File: src/rtl/ex_muldiv_unit_if.sv
// EX-stage M-extension handshake bundle.
// master drives the op and operands, slave returns busy/done/result.
interface ex_muldiv_unit_if #(
  parameter int XLEN = 32
);
  logic            start;
  logic [2:0]      funct3;
  logic [XLEN-1:0] rs1_val_EX;
  logic [XLEN-1:0] rs2_val_EX;
  logic [XLEN-1:0] alu_result_MEM;
  logic [XLEN-1:0] write_data_core;
  logic [1:0]      forwardA;
  logic [1:0]      forwardB;
  logic            flush;
  logic            busy;
  logic            done;
  logic [XLEN-1:0] result;

  modport master (
    output start, funct3,
    output rs1_val_EX, rs2_val_EX,
    output alu_result_MEM, write_data_core,
    output forwardA, forwardB, flush,
    input  busy, done, result
  );

  modport slave (
    input  start, funct3,
    input  rs1_val_EX, rs2_val_EX,
    input  alu_result_MEM, write_data_core,
    input  forwardA, forwardB, flush,
    output busy, done, result
  );
endinterface

File: src/rtl/ex_muldiv_unit.sv
// RV32M execute unit: registered multiply, iterative restoring divide.
// Define MULDIV_FAST_MUL_EN to finish multiplies in the accept cycle.
module ex_muldiv_unit #(
  parameter int XLEN      = 32,
  parameter int DIV_ITERS = 32
) (
  input logic             clk,
  input logic             rst_n,
  ex_muldiv_unit_if.slave bus
);

  localparam int CW = $clog2(DIV_ITERS);
  localparam logic [CW-1:0] CNT_LOAD =
    CW'(DIV_ITERS - 1);
  localparam logic [XLEN-1:0] MIN_NEG =
    {1'b1, {(XLEN-1){1'b0}}};

  typedef enum logic [2:0] {
    S_IDLE,
    S_MUL,
    S_DIV,
    S_FIX,
    S_DONE
  } state_t;

`ifdef MULDIV_FAST_MUL_EN
  localparam state_t MUL_DST = S_DONE;
`else
  localparam state_t MUL_DST = S_MUL;
`endif

  state_t r_state;
  state_t w_next;

  logic [XLEN-1:0] r_result;
  logic [XLEN-1:0] r_quo;
  logic [XLEN-1:0] r_rem;
  logic [XLEN-1:0] r_dvs;
  logic [CW-1:0]   r_cnt;
  logic            r_is_rem;
  logic            r_qneg;
  logic            r_rneg;
  logic            r_special;
`ifndef MULDIV_FAST_MUL_EN
  logic [XLEN-1:0] r_a;
  logic [XLEN-1:0] r_b;
  logic [1:0]      r_mop;
`endif

  logic [XLEN-1:0] w_opa;
  logic [XLEN-1:0] w_opb;
  logic            w_open;
  logic            w_accept;
  logic            w_is_mul;
  logic            w_is_rem;
  logic            w_sgn;
  logic            w_dz;
  logic            w_ovf;
  logic            w_special;
  logic            w_a_neg;
  logic            w_b_neg;
  logic [XLEN-1:0] w_a_mag;
  logic [XLEN-1:0] w_b_mag;

  always_comb begin
    unique case (bus.forwardA)
      2'b10:   w_opa = bus.alu_result_MEM;
      2'b01:   w_opa = bus.write_data_core;
      default: w_opa = bus.rs1_val_EX;
    endcase
  end

  always_comb begin
    unique case (bus.forwardB)
      2'b10:   w_opb = bus.alu_result_MEM;
      2'b01:   w_opb = bus.write_data_core;
      default: w_opb = bus.rs2_val_EX;
    endcase
  end

  assign w_open   = (r_state == S_IDLE) ||
                    (r_state == S_DONE);
  assign w_accept = bus.start & ~bus.flush & w_open;

  assign w_is_mul = ~bus.funct3[2];
  assign w_is_rem = bus.funct3[1];
  assign w_sgn    = ~bus.funct3[0];

  assign w_dz  = (w_opb == '0);
  assign w_ovf = w_sgn & (w_opa == MIN_NEG) &
                 (w_opb == '1);
  assign w_special = w_dz | w_ovf;

  assign w_a_neg = w_sgn & w_opa[XLEN-1];
  assign w_b_neg = w_sgn & w_opb[XLEN-1];
  assign w_a_mag = w_a_neg ? -w_opa : w_opa;
  assign w_b_mag = w_b_neg ? -w_opb : w_opb;

  // Multiplier sources: live operands in the fast build, captured otherwise
  logic [XLEN-1:0]   w_mx;
  logic [XLEN-1:0]   w_my;
  logic [1:0]        w_mop;
  logic              w_mx_sx;
  logic              w_my_sx;
  logic [2*XLEN-1:0] w_mx_ext;
  logic [2*XLEN-1:0] w_my_ext;
  logic [2*XLEN-1:0] w_prod;
  logic [XLEN-1:0]   w_mul_res;

`ifdef MULDIV_FAST_MUL_EN
  assign w_mx  = w_opa;
  assign w_my  = w_opb;
  assign w_mop = bus.funct3[1:0];
`else
  assign w_mx  = r_a;
  assign w_my  = r_b;
  assign w_mop = r_mop;
`endif

  assign w_mx_sx  = (w_mop != 2'b11) & w_mx[XLEN-1];
  assign w_my_sx  = ~w_mop[1] & w_my[XLEN-1];
  assign w_mx_ext = {{XLEN{w_mx_sx}}, w_mx};
  assign w_my_ext = {{XLEN{w_my_sx}}, w_my};
  assign w_prod   = w_mx_ext * w_my_ext;
  assign w_mul_res = (w_mop == 2'b00) ?
                     w_prod[XLEN-1:0] :
                     w_prod[2*XLEN-1:XLEN];

  logic [XLEN:0]   w_sh;
  logic [XLEN:0]   w_sub;
  logic            w_fits;
  logic [XLEN-1:0] w_fix;

  assign w_sh   = {r_rem, r_quo[XLEN-1]};
  assign w_sub  = w_sh - {1'b0, r_dvs};
  assign w_fits = ~w_sub[XLEN];

  assign w_fix = r_is_rem ?
                 (r_rneg ? -r_rem : r_rem) :
                 (r_qneg ? -r_quo : r_quo);

  always_ff @(posedge clk or negedge rst_n) begin
    if (!rst_n) r_state <= S_IDLE;
    else        r_state <= w_next;
  end

  always_comb begin
    w_next = r_state;
    unique case (r_state)
      S_IDLE, S_DONE: begin
        if (w_accept) begin
          if (w_is_mul)       w_next = MUL_DST;
          else if (w_special) w_next = S_FIX;
          else                w_next = S_DIV;
        end else if (r_state == S_DONE) begin
          w_next = S_IDLE;
        end
      end
      S_MUL: w_next = S_DONE;
      S_DIV: if (r_cnt == '0) w_next = S_FIX;
      S_FIX: w_next = S_DONE;
      default: w_next = S_IDLE;
    endcase
    if (bus.flush) w_next = S_IDLE;
  end

  always_comb begin
    bus.busy = 1'b0;
    bus.done = 1'b0;
    unique case (r_state)
      S_MUL, S_DIV, S_FIX: bus.busy = 1'b1;
      S_DONE:              bus.done = 1'b1;
      default: ;
    endcase
    if (w_accept) bus.busy = 1'b1;
  end

  assign bus.result = r_result;

  always_ff @(posedge clk or negedge rst_n) begin
    if (!rst_n) begin
      r_result  <= '0;
      r_quo     <= '0;
      r_rem     <= '0;
      r_dvs     <= '0;
      r_cnt     <= '0;
      r_is_rem  <= 1'b0;
      r_qneg    <= 1'b0;
      r_rneg    <= 1'b0;
      r_special <= 1'b0;
`ifndef MULDIV_FAST_MUL_EN
      r_a       <= '0;
      r_b       <= '0;
      r_mop     <= '0;
`endif
    end else if (w_accept) begin
      r_is_rem  <= w_is_rem;
      r_qneg    <= w_a_neg ^ w_b_neg;
      r_rneg    <= w_a_neg;
      r_quo     <= w_a_mag;
      r_dvs     <= w_b_mag;
      r_rem     <= '0;
      r_cnt     <= CNT_LOAD;
      r_special <= w_special;
`ifdef MULDIV_FAST_MUL_EN
      if (w_is_mul) r_result <= w_mul_res;
`else
      r_a       <= w_opa;
      r_b       <= w_opb;
      r_mop     <= bus.funct3[1:0];
`endif
      if (!w_is_mul && w_special) begin
        unique case (1'b1)
          w_dz:
            r_result <= w_is_rem ? w_opa : '1;
          w_ovf:
            r_result <= w_is_rem ? '0 : MIN_NEG;
        endcase
      end
    end else if (!bus.flush) begin
      unique case (r_state)
`ifndef MULDIV_FAST_MUL_EN
        S_MUL: r_result <= w_mul_res;
`endif
        S_DIV: begin
          r_rem <= w_fits ? w_sub[XLEN-1:0] :
                            w_sh[XLEN-1:0];
          r_quo <= {r_quo[XLEN-2:0], w_fits};
          r_cnt <= r_cnt - CW'(1);
        end
        S_FIX: if (!r_special) r_result <= w_fix;
        default: ;
      endcase
    end
  end

endmodule

File: src/flat_wrapper.sv
// flat-port wrapper written by rule: the top's interface ports become plain ports
module ex_muldiv_unit_flat 
#(
  parameter int XLEN      = 32,
  parameter int DIV_ITERS = 32
)
  (clk, rst_n, bus_start, bus_funct3, bus_rs1_val_EX, bus_rs2_val_EX, bus_alu_result_MEM, bus_write_data_core, bus_forwardA, bus_forwardB, bus_flush, bus_busy, bus_done, bus_result);
  ex_muldiv_unit_if #(.XLEN(XLEN)) bus_i ();
  input logic clk;
  input logic rst_n;
  input wire logic [$bits(bus_i.start)-1:0] bus_start;
  input wire logic [$bits(bus_i.funct3)-1:0] bus_funct3;
  input wire logic [$bits(bus_i.rs1_val_EX)-1:0] bus_rs1_val_EX;
  input wire logic [$bits(bus_i.rs2_val_EX)-1:0] bus_rs2_val_EX;
  input wire logic [$bits(bus_i.alu_result_MEM)-1:0] bus_alu_result_MEM;
  input wire logic [$bits(bus_i.write_data_core)-1:0] bus_write_data_core;
  input wire logic [$bits(bus_i.forwardA)-1:0] bus_forwardA;
  input wire logic [$bits(bus_i.forwardB)-1:0] bus_forwardB;
  input wire logic [$bits(bus_i.flush)-1:0] bus_flush;
  output wire logic [$bits(bus_i.busy)-1:0] bus_busy;
  output wire logic [$bits(bus_i.done)-1:0] bus_done;
  output wire logic [$bits(bus_i.result)-1:0] bus_result;
  assign bus_i.start = bus_start;
  assign bus_i.funct3 = bus_funct3;
  assign bus_i.rs1_val_EX = bus_rs1_val_EX;
  assign bus_i.rs2_val_EX = bus_rs2_val_EX;
  assign bus_i.alu_result_MEM = bus_alu_result_MEM;
  assign bus_i.write_data_core = bus_write_data_core;
  assign bus_i.forwardA = bus_forwardA;
  assign bus_i.forwardB = bus_forwardB;
  assign bus_i.flush = bus_flush;
  assign bus_busy = bus_i.busy;
  assign bus_done = bus_i.done;
  assign bus_result = bus_i.result;
  ex_muldiv_unit #(.XLEN(XLEN), .DIV_ITERS(DIV_ITERS)) u_core (.clk(clk), .rst_n(rst_n), .bus(bus_i));
endmodule
File: config.mk
export PLATFORM = sky130hd
export DESIGN_NAME = ex_muldiv_unit_flat
export DESIGN_NICKNAME = d
export VERILOG_FILES = /design/src/rtl/ex_muldiv_unit_if.sv /design/src/rtl/ex_muldiv_unit.sv /design/src/flat_wrapper.sv
export SDC_FILE = /design/constraint.sdc
export NUM_CORES = 2
export LEC_CHECK = 0
export BUFFER_PORTS_ARGS = -buffer_cell sky130_fd_sc_hd__buf_2
export CAP_MARGIN = 20
export CORE_ASPECT_RATIO = 0.9
export CORE_MARGIN = 4
export CORE_UTILIZATION = 50
export CTS_BUF_LIST = sky130_fd_sc_hd__clkbuf_2 sky130_fd_sc_hd__clkbuf_4 sky130_fd_sc_hd__clkbuf_8
export DETAILED_ROUTE_END_ITERATION = 10
export GPL_TIMING_DRIVEN = 0
export PLACE_DENSITY_LB_ADDON = 0.2
export SLEW_MARGIN = 20
export SYNTH_ARGS = -nofsm -noshare
export SYNTH_HDL_FRONTEND = slang
export SYNTH_SLANG_ARGS = --single-unit
File: constraint.sdc
create_clock -name clk -period 18.5 [get_ports clk]
set_input_delay 4.625 -clock clk [delete_from_list [all_inputs] [get_ports clk]]
set_output_delay 4.625 -clock clk [all_outputs]
set_load 0.05 [all_outputs]
==> run metrics <==
status=complete, no violations; share of layout cells above drive strength 1=5.92%; final layout net count=7768; nets in the synthesized netlist=7546; met3 Track Usage GR=15.5%; maximum clock rate=78.6 MHz; Reg2Reg Depth=27; proportion of synthesized area in mux cells=1.01%; core footprint=104000 sq um; reg-to-reg setup timing slack=6.96 ns; Post-synth EDFFs=0; combined area of all synthesized cells=52900 sq um; Setup Viol. Count Final=0; HP Start=u_core.bus.result[19]$_DFFE_PN0P_; Yosys reg bits=204; gpl congestion=1.08; antenna violations before repair=25; height of the die=317 um; CTS tree=built; fraction of met2 tracks used by global routing=55.4%; sequential cell area in the final layout=5100 sq um; max cap viols=0; Synth top area share=42.6%; data arrival time of the worst path=8.09 ns; area overhead of the layout relative to synthesis=7.00%; DPL Wire Length=188 mm; most common cell after layout, fill and taps aside=sky130_fd_sc_hd__inv_1; via count of the first global-routing pass=46300; die area=111000 sq um; H-tree level count=2; Seq/Total Area, Yosys=9.65%; Hold Path Class=reg2reg; total global-route track usage=40.4%; simple-gate share of the synthesized area=16.0%; number of distinct library cells after synthesis=82; Avg Synthesized Cell Area=8.78 sq um; largest net degree at the start of global routing=91; cell taking the most area after synthesis=sky130_fd_sc_hd__fa_1; actual slew at the worst max-slew pin=1.30 ns; clock skew after layout=0.0260 ns; Final Core Density=54.3%; Via Count=46200; data required time of the worst path=13.88 ns; min Tclk post-route=12.72 ns; count of cells resized by post-cts repair=0; Slew HR=13.0%; WL final=221 mm; commonest cells after routing, fill and taps aside=1152 x sky130_fd_sc_hd__inv_1, 1125 x sky130_fd_sc_hd__fa_1, 996 x sky130_fd_sc_hd__nand2_1; Critical Path Fanout Max=10; final routed wire length divided by cell count=28.8 um; average vias per placed instance=6.03; overflow left after global routing=0; worst flop-to-flop path endpoint=u_core.bus.result[25]$_DFFE_PN0P_; Clock Latency Late Sink=0.60 ns; starting density of the core=50.7%; number of top-level pins=173; count of antenna-violating nets left after detailed routing=0; post-route cell area=56600 sq um; wire length of the first global-routing pass=322 mm; initial drt markers=6090; synthesis warning total=0; Die Span X=351 um; hold path endpoint=u_core.bus.result[19]$_DFFE_PN0P_; number of buffers inserted during clock tree synthesis=40; XOR/XNOR Fraction of Synth Area=3.10%; endpoint kind of the worst setup timing path=output pin; final hold violations=0; cell types occupying the most area after synthesis=sky130_fd_sc_hd__fa_1 43%, sky130_fd_sc_hd__dfrtp_1 9.7%, sky130_fd_sc_hd__inv_1 8.2%; worst r2r src=u_core.r_is_rem$_DFFE_PN0P_; final count of pins violating max slew=0; period utilization=68.7%; cell total after placement=7574; footprint of the multi-input gates=42000 sq um; dominant register cell in the synthesized netlist=sky130_fd_sc_hd__dfrtp_1; cells after synthesis=6026; Clock Sinks=204; RSZ-0062 raised after global routing=no; number of remaining DRC errors=0; root buffer selected by CTS=sky130_fd_sc_hd__clkbuf_8; GRT busiest layer=met1; clock slew at the register clock pins of the worst setup and hold paths=0.07 ns; setup fix buffers added after clock tree synthesis=0; non-filler cells, final=7668; proportion of synthesized flip-flops having asynchronous set or reset=100%; share of synthesized cell area in full adder, half adder and majority cells=48.7%; met1 global-route usage=57.2%; quantity of I/O buffers inserted on ports=171; hold-fix buffers at CTS=0; area of placed instances=55600 sq um; Worst Hold Path Cells=2; maximum root-to-sink buffer count=3; launching element type of the critical path=input pin; combinational family with the most area after synthesis=adder cells; first element of the critical path=bus_flush; Setup TNS=0 ns; first-pass iteration count of the detailed router=8; Placement Rows=112; critical path type=in2out; area fraction in compound gates after synthesis=10.7%; number of inserted filler cells in the final layout=9802
-- cell usage after synthesis, types with 8 or more instances --
cell type                  instances
sky130_fd_sc_hd__dfrtp_1         204
sky130_fd_sc_hd__nand2_1         996
sky130_fd_sc_hd__o21ai_1          30
sky130_fd_sc_hd__a21oi_1         184
sky130_fd_sc_hd__a221o_1          39
sky130_fd_sc_hd__xnor2_1         104
sky130_fd_sc_hd__a31oi_1          30
sky130_fd_sc_hd__nor3_1           42
sky130_fd_sc_hd__o31ai_1          38
sky130_fd_sc_hd__clkbuf_1        323
sky130_fd_sc_hd__a21o_1           47
sky130_fd_sc_hd__o21ai_0         264
sky130_fd_sc_hd__and2_1          371
sky130_fd_sc_hd__and3_1           14
sky130_fd_sc_hd__fa_1           1126
sky130_fd_sc_hd__nor2b_1          28
sky130_fd_sc_hd__nand4_1          29
sky130_fd_sc_hd__or2_2            22
sky130_fd_sc_hd__or3_1            12
sky130_fd_sc_hd__xor2_1           83
sky130_fd_sc_hd__a221oi_1         23
sky130_fd_sc_hd__ha_1            255
sky130_fd_sc_hd__nand2b_1         12
sky130_fd_sc_hd__a22oi_1          61
sky130_fd_sc_hd__nor4_1           24
sky130_fd_sc_hd__inv_1          1152
sky130_fd_sc_hd__buf_6            12
sky130_fd_sc_hd__o211ai_1          9
sky130_fd_sc_hd__mux2i_1          40
sky130_fd_sc_hd__o22ai_1           9
sky130_fd_sc_hd__nand3_1          47
sky130_fd_sc_hd__and4_1            9
sky130_fd_sc_hd__o221ai_1          8
sky130_fd_sc_hd__mux2_2           12
sky130_fd_sc_hd__buf_2            18
sky130_fd_sc_hd__or4_1            14
sky130_fd_sc_hd__o21bai_1         14
sky130_fd_sc_hd__nor2_1          166
sky130_fd_sc_hd__o21a_1           16
sky130_fd_sc_hd__a211oi_1         39
-- sequential cells by signal, summed over array words and instances (netlist names) --
| name | flops |
|---|---|
| u_core.r_rneg | 1 |
| u_core.bus.result | 32 |
| u_core.r_is_rem | 1 |
| u_core.r_state | 3 |
| u_core.r_mop | 1 |
| u_core.r_dvs | 31 |
| u_core.r_cnt | 5 |
| u_core.r_b | 32 |
| u_core.r_quo | 32 |
| u_core.r_rem | 32 |
| u_core.r_special | 1 |
| u_core.r_a | 32 |
| u_core.r_qneg | 1 |
-- worst max-delay path by stage --
stage | endpoint | slack (ns)
after global placement | bus_busy | 5.56
after global routing | bus_busy | 5.87
final | bus_busy | 5.78
after CTS | bus_busy | 5.97
after floorplan | bus_busy | 7.59
after detailed placement | bus_busy | 5.99
-- area by class of cell --
cell class / instances / share of cell area, %
inverter: 1153 / 7.65
clock inverter: 10 / 0.153
timing repair buffer: 180 / 1.73
buffer: 361 / 2.65
multi-input combinational: 4308 / 74.2
antenna: 21 / 0.0929
tap: 1368 / 3.02
clock buffer: 63 / 1.44
sequential: 204 / 9.02
-- logic make-up (layout without fill, tap and decap cells) --
family / Yosys count / count (layout)
AO/OA/AOI/OAI: 878 / 878
other: 0 / 21
multiplexers: 52 / 52
AND/OR/NAND/NOR: 1810 / 1810
XOR/XNOR: 187 / 187
flip-flops: 204 / 204
buffers and inverters: 1514 / 1767
adder cells (fa/ha/maj): 1381 / 1381
-- metal layers --
layer	vias to the layer above	routed length, um
li1	19100	-
met5	-	139
met4	22	10800
met1	23300	87900
met3	551	33200
met2	3220	89100
-- critical path, cell delays in order --
cell and delay [ns]:
sky130_fd_sc_hd__buf_2 0.15, sky130_fd_sc_hd__nand3b_1 0.76, sky130_fd_sc_hd__clkbuf_1 0.67, sky130_fd_sc_hd__clkbuf_1 0.74, sky130_fd_sc_hd__clkbuf_2 0.65, sky130_fd_sc_hd__o21ai_0 0.20
sky130_fd_sc_hd__buf_2 0.26
-- through the flow --
stage | hold WS (ns) | setup WS, ns
finish | 0.471 | 5.78
global route | 0.492 | 5.87
CTS | 0.472 | 5.97
detailed placement | 0.455 | 5.99
global placement | 0.454 | 5.56
floorplan | 0.450 | 7.59
Power is left out: the tool's default activity adds up to more than one toggle a clock period on the data nets, which glitch-free logic cannot reach.
